## src/rtl/rgb_breathe_pkg.sv

```systemverilog
// Shared types and constants for the RGB breathing LED driver.
package rgb_breathe_pkg;

  typedef enum logic [1:0] {
    RAMP_UP   = 2'd0,
    HOLD_HI   = 2'd1,
    RAMP_DOWN = 2'd2,
    HOLD_LO   = 2'd3
  } phase_t;

  typedef enum logic [1:0] {
    R = 2'd0,
    G = 2'd1,
    B = 2'd2
  } color_t;

  localparam int COLOR_COUNT = 3;

  // Counter width for a modulus n, never narrower than one bit.
  function automatic int cnt_w(input int n);
    return (n > 1) ? $clog2(n) : 1;
  endfunction

endpackage

```

## src/rtl/breathe_pwm.sv

```systemverilog
// PWM counter, optional square-law gamma (RGB_BREATHE_GAMMA_EN) and registered
// active-low pin drive for the currently selected colour.
module breathe_pwm
  import rgb_breathe_pkg::*;
#(
  parameter int PWM_BITS = 8
) (
  input  logic                   clk,
  input  logic                   rst,
  input  logic                   en,
  input  logic [PWM_BITS-1:0]    duty,
  input  color_t                 color,
  output logic [COLOR_COUNT-1:0] led_n
);

  logic [PWM_BITS-1:0] pwm_cnt;
  logic [PWM_BITS-1:0] duty_eff;
  logic                lit;

`ifdef RGB_BREATHE_GAMMA_EN
  logic [2*PWM_BITS-1:0] duty_sq;
  assign duty_sq  = {{PWM_BITS{1'b0}}, duty} * {{PWM_BITS{1'b0}}, duty};
  assign duty_eff = duty_sq[2*PWM_BITS-1:PWM_BITS];
`else
  assign duty_eff = duty;
`endif

  assign lit = (pwm_cnt < duty_eff);

  always_ff @(posedge clk) begin
    if (rst) begin
      pwm_cnt <= '0;
      led_n   <= '1;
    end else if (en) begin
      pwm_cnt <= pwm_cnt + 1'b1;
      for (int i = 0; i < COLOR_COUNT; i++)
        led_n[i] <= ~(lit && (int'(color) == i));
    end else begin
      led_n <= '1;
    end
  end

endmodule

```

## src/rtl/rgb_breathe.sv

```systemverilog
// Breathing RGB LED driver: prescaled step FSM ramps duty up/down per colour,
// cycling R -> G -> B. Gamma correction selected by RGB_BREATHE_GAMMA_EN.
module rgb_breathe
  import rgb_breathe_pkg::*;
#(
  parameter int PWM_BITS   = 8,
  parameter int STEP_DIV   = 65536,
  parameter int HOLD_STEPS = 64
) (
  input  logic       clk,
  input  logic       rst,
  input  logic       en,
  output logic       LED_R_,
  output logic       LED_G_,
  output logic       LED_B_,
  output logic [1:0] color,
  output logic [1:0] phase
);

  localparam int PS_W   = cnt_w(STEP_DIV);
  localparam int HOLD_W = cnt_w(HOLD_STEPS);
  localparam logic [PWM_BITS-1:0] DUTY_MAX  = '1;
  localparam logic [PS_W-1:0]     PS_LAST   = PS_W'(STEP_DIV - 1);
  localparam logic [HOLD_W-1:0]   HOLD_LAST = HOLD_W'(HOLD_STEPS - 1);

  logic [PS_W-1:0]        prescaler;
  logic [HOLD_W-1:0]      hold_cnt;
  logic [PWM_BITS-1:0]    duty;
  logic                   step;
  phase_t                 phase_q;
  color_t                 color_q;
  logic [COLOR_COUNT-1:0] led_n;

  assign step  = en && (prescaler == PS_LAST);
  assign phase = phase_q;
  assign color = color_q;

  always_ff @(posedge clk) begin
    if (rst)
      prescaler <= '0;
    else if (en)
      prescaler <= step ? '0 : prescaler + 1'b1;
  end

  always_ff @(posedge clk) begin
    if (rst) begin
      duty     <= '0;
      hold_cnt <= '0;
      phase_q  <= RAMP_UP;
      color_q  <= R;
    end else if (step) begin
      case (phase_q)
        RAMP_UP: begin
          if (duty != DUTY_MAX) duty <= duty + 1'b1;
          // Leave the ramp on the step that lands on full scale.
          if (duty >= DUTY_MAX - 1'b1) begin
            phase_q  <= HOLD_HI;
            hold_cnt <= '0;
          end
        end
        HOLD_HI: begin
          if (hold_cnt == HOLD_LAST) begin
            phase_q  <= RAMP_DOWN;
            hold_cnt <= '0;
          end else begin
            hold_cnt <= hold_cnt + 1'b1;
          end
        end
        RAMP_DOWN: begin
          if (duty != '0) duty <= duty - 1'b1;
          if (duty <= PWM_BITS'(1)) begin
            phase_q  <= HOLD_LO;
            hold_cnt <= '0;
          end
        end
        HOLD_LO: begin
          if (hold_cnt == HOLD_LAST) begin
            phase_q  <= RAMP_UP;
            hold_cnt <= '0;
            color_q  <= (color_q == B) ? R : color_t'(color_q + 2'd1);
          end else begin
            hold_cnt <= hold_cnt + 1'b1;
          end
        end
        default: phase_q <= RAMP_UP;
      endcase
    end
  end

  breathe_pwm #(.PWM_BITS(PWM_BITS)) u_pwm (
    .clk   (clk),
    .rst   (rst),
    .en    (en),
    .duty  (duty),
    .color (color_q),
    .led_n (led_n)
  );

  assign LED_R_ = led_n[0];
  assign LED_G_ = led_n[1];
  assign LED_B_ = led_n[2];

endmodule

```

## config.mk

```make
export PLATFORM = sky130hd
export DESIGN_NAME = rgb_breathe
export DESIGN_NICKNAME = d
export VERILOG_FILES = /design/src/rtl/rgb_breathe_pkg.sv /design/src/rtl/breathe_pwm.sv /design/src/rtl/rgb_breathe.sv
export SDC_FILE = /design/constraint.sdc
export NUM_CORES = 1
export LEC_CHECK = 0
export BUFFER_PORTS_ARGS = -buffer_cell sky130_fd_sc_hd__buf_2
export CORE_MARGIN = 2
export CORE_UTILIZATION = 45
export DETAILED_ROUTE_END_ITERATION = 12
export GPL_ROUTABILITY_DRIVEN = 0
export SYNTH_ARGS = -nofsm -noshare
export SYNTH_HDL_FRONTEND = slang
export SYNTH_SLANG_ARGS = --single-unit
```

## constraint.sdc

```tcl
create_clock -name clk -period 3.1 [get_ports clk]
set_input_delay 0.775 -clock clk [delete_from_list [all_inputs] [get_ports clk]]
set_output_delay 0.775 -clock clk [all_outputs]
set_load 0.02 [all_outputs]
```

==> impl_results.md <==
* Count of distinct cell types in the synthesized netlist at 46
* Clock latency reported for the late side of the worst-skew pair at 290 ps
* Largest driver fanout on the critical path at 8
* Net switching fraction of the power at 21.9%
* Chip Height at 77.7 um
* Via-per-instance ratio at 5.30
* Number of search-and-repair iterations in the first detailed-routing pass at 4
* Class of the tightest hold or removal check: reg -> reg
* Total congestion overflow at 0
* Final worst slack at 604 ps
* Worst Hold Depth at 2
* Combinational fraction of design power at 3.6%
* Cell type of the slowest stage on the worst timing path: or4_1
* Startpoint class of the critical path: register
* Number of cells produced by synthesis at 280
* Max Cap Violations at 0
* Remaining DRCs at 0
* Postcts setup bufs at 0
* Post-Route Setup TNS at 0 ps
* Total leakage power at 0.978 nW
* Top post-synthesis cells by count: 45 x dfxtp_1, 44 x nor2_1, 20 x nand2_1, 19 x ha_1, 15 x nand4_1
* Endpoint class of the critical path: register
* Dominant synthesized flop cell: dfxtp_1
* Worst slew margin relative to its limit at 60.0%
* Maximum cell stage delay along the critical path at 770 ps
* Cell type with the largest total area after synthesis: dfxtp_1
* Area enclosed by the die boundary at 6040 um^2
* Top achievable clock speed at 401 MHz
* Placed cells at 352
* Fraction of power consumed by the clock network at 38.9%
* Effective utilization at floorplan at 47.3%
* Fraction of layout cells with a size suffix above 1 at 12.1%
* Number of non-filler instances in the completed layout at 360
* Count of final max-slew check failures at 0
* Final worst-path cycle share at 80.5%
* Crit path arrival time at 2680 ps
* Area share of the largest cell type after synthesis at 36.8%
* Number of antenna violations at the first check in global routing at 0
* Minimum period implied by the final worst setup slack at 2500 ps
* Critical Path RT at 3280 ps
* Worst-case vdd ir drop at 0.226 mV
* Result of the run: completed
* Vias post-DR at 1909
* Half-perimeter wire length of the detailed placement result at 3.29 mm
* Area after detailed placement at 2550 um^2
* R2r endpoint: duty[6]
* Transition at the pin with the smallest max-transition slack at 595 ps
* Mean post-synth cell area at 8.74 um^2
* Post-layout total power at 1.02 mW
* Cell-by-cell listing of the critical path: ha_1, nand4_1, or4_1, nor4_2, nand2_1, mux2_1
* Largest net degree at the start of global routing at 29
* Post-detailed-route count of antenna-violating nets at 0
* Avg WL per Cell at 12.7 um
* Die width at 77.7 um
* Hold_buf cts at 0
* Post-route clock skew at 8.17 ps
* Count leader, synth: dfxtp_1
* Sinks on the clock net at 45
* Wire length of the first global-routing pass at 8.25 mm
* Number of diodes added for antenna fixing at 0
* Max clock buf depth at 2
* Detailed Route Iter0 Violations at 88
* Number of nets in the final layout at 311
* Wire length reported by the detailed router at 4.58 mm
* I/O pin cnt at 10
* Setup repair after global routing missed its margin: false
* Post-layout instance area at 2660 um^2
* Count of flip-flops with a built-in enable after synthesis at 0
* Critical path endpoint: duty[6]
* Total clock buffers created by CTS at 5
* Post-synthesis cell area at 2450 um^2
* Power share of the sequential group at 57.6%
* Startpoint of the lowest-slack register-to-register path: prescaler[0]
* Seq/Total Area, Yosys at 36.8%
* Util after Layout at 51.3%
* Final count of negative-setup-slack endpoints at 0
* Syn. warnings at 0
* Via count of the first global-routing pass at 1764
* All-layer global routing usage at 16.8%
* Count of final hold-check violations at 0
* Syn_nets at 302
* Net switching power at 223 uW
* Syn-to-layout area delta at 8.54%
* Top cells by area, synth: dfxtp_1 37%, ha_1 9.7%, nor2_1 6.8%
* Number of flip-flops and latches in the synthesized netlist at 45
* Launch point of the worst path: prescaler[0]
* Tightest hold margin at 491 ps
* Num rows at 26
* Htree depth at 2
* Placeable core area at 5170 um^2
* Pre-CTS setup slack at 319 ps
* Worst setup path category: reg -> reg
* # port buffers at 9
* Internal reg-to-reg setup slack at 600 ps
* Depth of the worst register-to-register path at 6
* Clock tree from TritonCTS: done
* Power Internal at 799 uW
* # resized after CTS at 0
* Clock-pin slew reported for the worst setup and hold paths after clock tree synthesis at 90 ps
* Ys async rst share at 0%
* Clock Root Buffer: clkbuf_8
* Power per cell area at 385 nW/um^2
==> layout by cell type (no fill, tap or decap), types with 6 or more instances in the layout <==
cell type | Yosys | layout
dfxtp_1 | 45 | 45
nor2_1 | 44 | 44
nand2_1 | 20 | 20
ha_1 | 19 | 19
nand4_1 | 15 | 15
a21oi_1 | 13 | 13
xor2_1 | 13 | 13
inv_1 | 12 | 12
o21ai_0 | 9 | 9
xnor2_1 | 9 | 9
buf_2 | 2 | 9
clkbuf_8 | 0 | 7
mux2i_1 | 6 | 6
==> worst max-delay path, delay by kind of cell (launching register included) <==
kind | cells | cell delay, ps
flops | 1 | 380
mux | 1 | 310
fa+ha+maj | 1 | 190
simple gates | 4 | 1520
==> registers in the layout (all words and copies together), names as in the netlist <==
signal	flops
u_pwm.pwm_cnt	8
duty	8
u_pwm.led_n	3
hold_cnt	6
phase	2
color	2
prescaler	16
==> logic make-up (layout without fill, tap and decap cells) <==
kind of cell | Yosys count | in the layout | share of synthesized area (%)
AND/OR/NAND/NOR | 121 | 121 | 25.9
flip-flops | 45 | 45 | 36.8
AO/OA/AOI/OAI | 41 | 41 | 11.9
buffers and inverters | 24 | 34 | 4.40
XOR/XNOR | 22 | 22 | 7.88
adder cells (fa/ha/maj) | 19 | 19 | 9.72
multiplexers | 8 | 8 | 3.38
==> layout make-up <==
| type | instances | area (um^2) |
|---|---|---|
| Tap cell | 70 | 87.6 |
| Multi-Input combinational cell | 211 | 1440 |
| Timing Repair Buffer | 14 | 82.6 |
| Sequential cell | 45 | 901 |
| Clock inverter | 1 | 5.00 |
| Clock buffer | 7 | 96.3 |
| Inverter | 12 | 45.0 |
| Fill cell | 513 | 2520 |
==> power by group through the flow <==
stage	logic, mW	registers (mW)	clock network, mW
after floorplan	0.0269	0.601	0
after global placement	0.0364	0.602	0
after detailed placement	0.0362	0.602	0
after CTS	0.0369	0.589	0.416
after global routing	0.0410	0.590	0.436
final	0.0365	0.589	0.397
==> worst min-delay path by stage <==
stage	startpoint	end	slack, ps
CTS	hold_cnt[1]	hold_cnt[1]	490
detailed placement	hold_cnt[1]	hold_cnt[1]	480
floorplan	hold_cnt[1]	hold_cnt[1]	460
finish	hold_cnt[1]	hold_cnt[1]	490
global route	hold_cnt[1]	hold_cnt[1]	520
global placement	hold_cnt[1]	hold_cnt[1]	480
==> routing by layer <==
metal / global-route usage [%] / share of wire, %
met1: 23.6 / 53
met2: 25.8 / 43
met3: 3.72 / 2.7
met4: 4.82 / 1.0
met5: 0 / 0
Power figures use the tool's default switching activity.
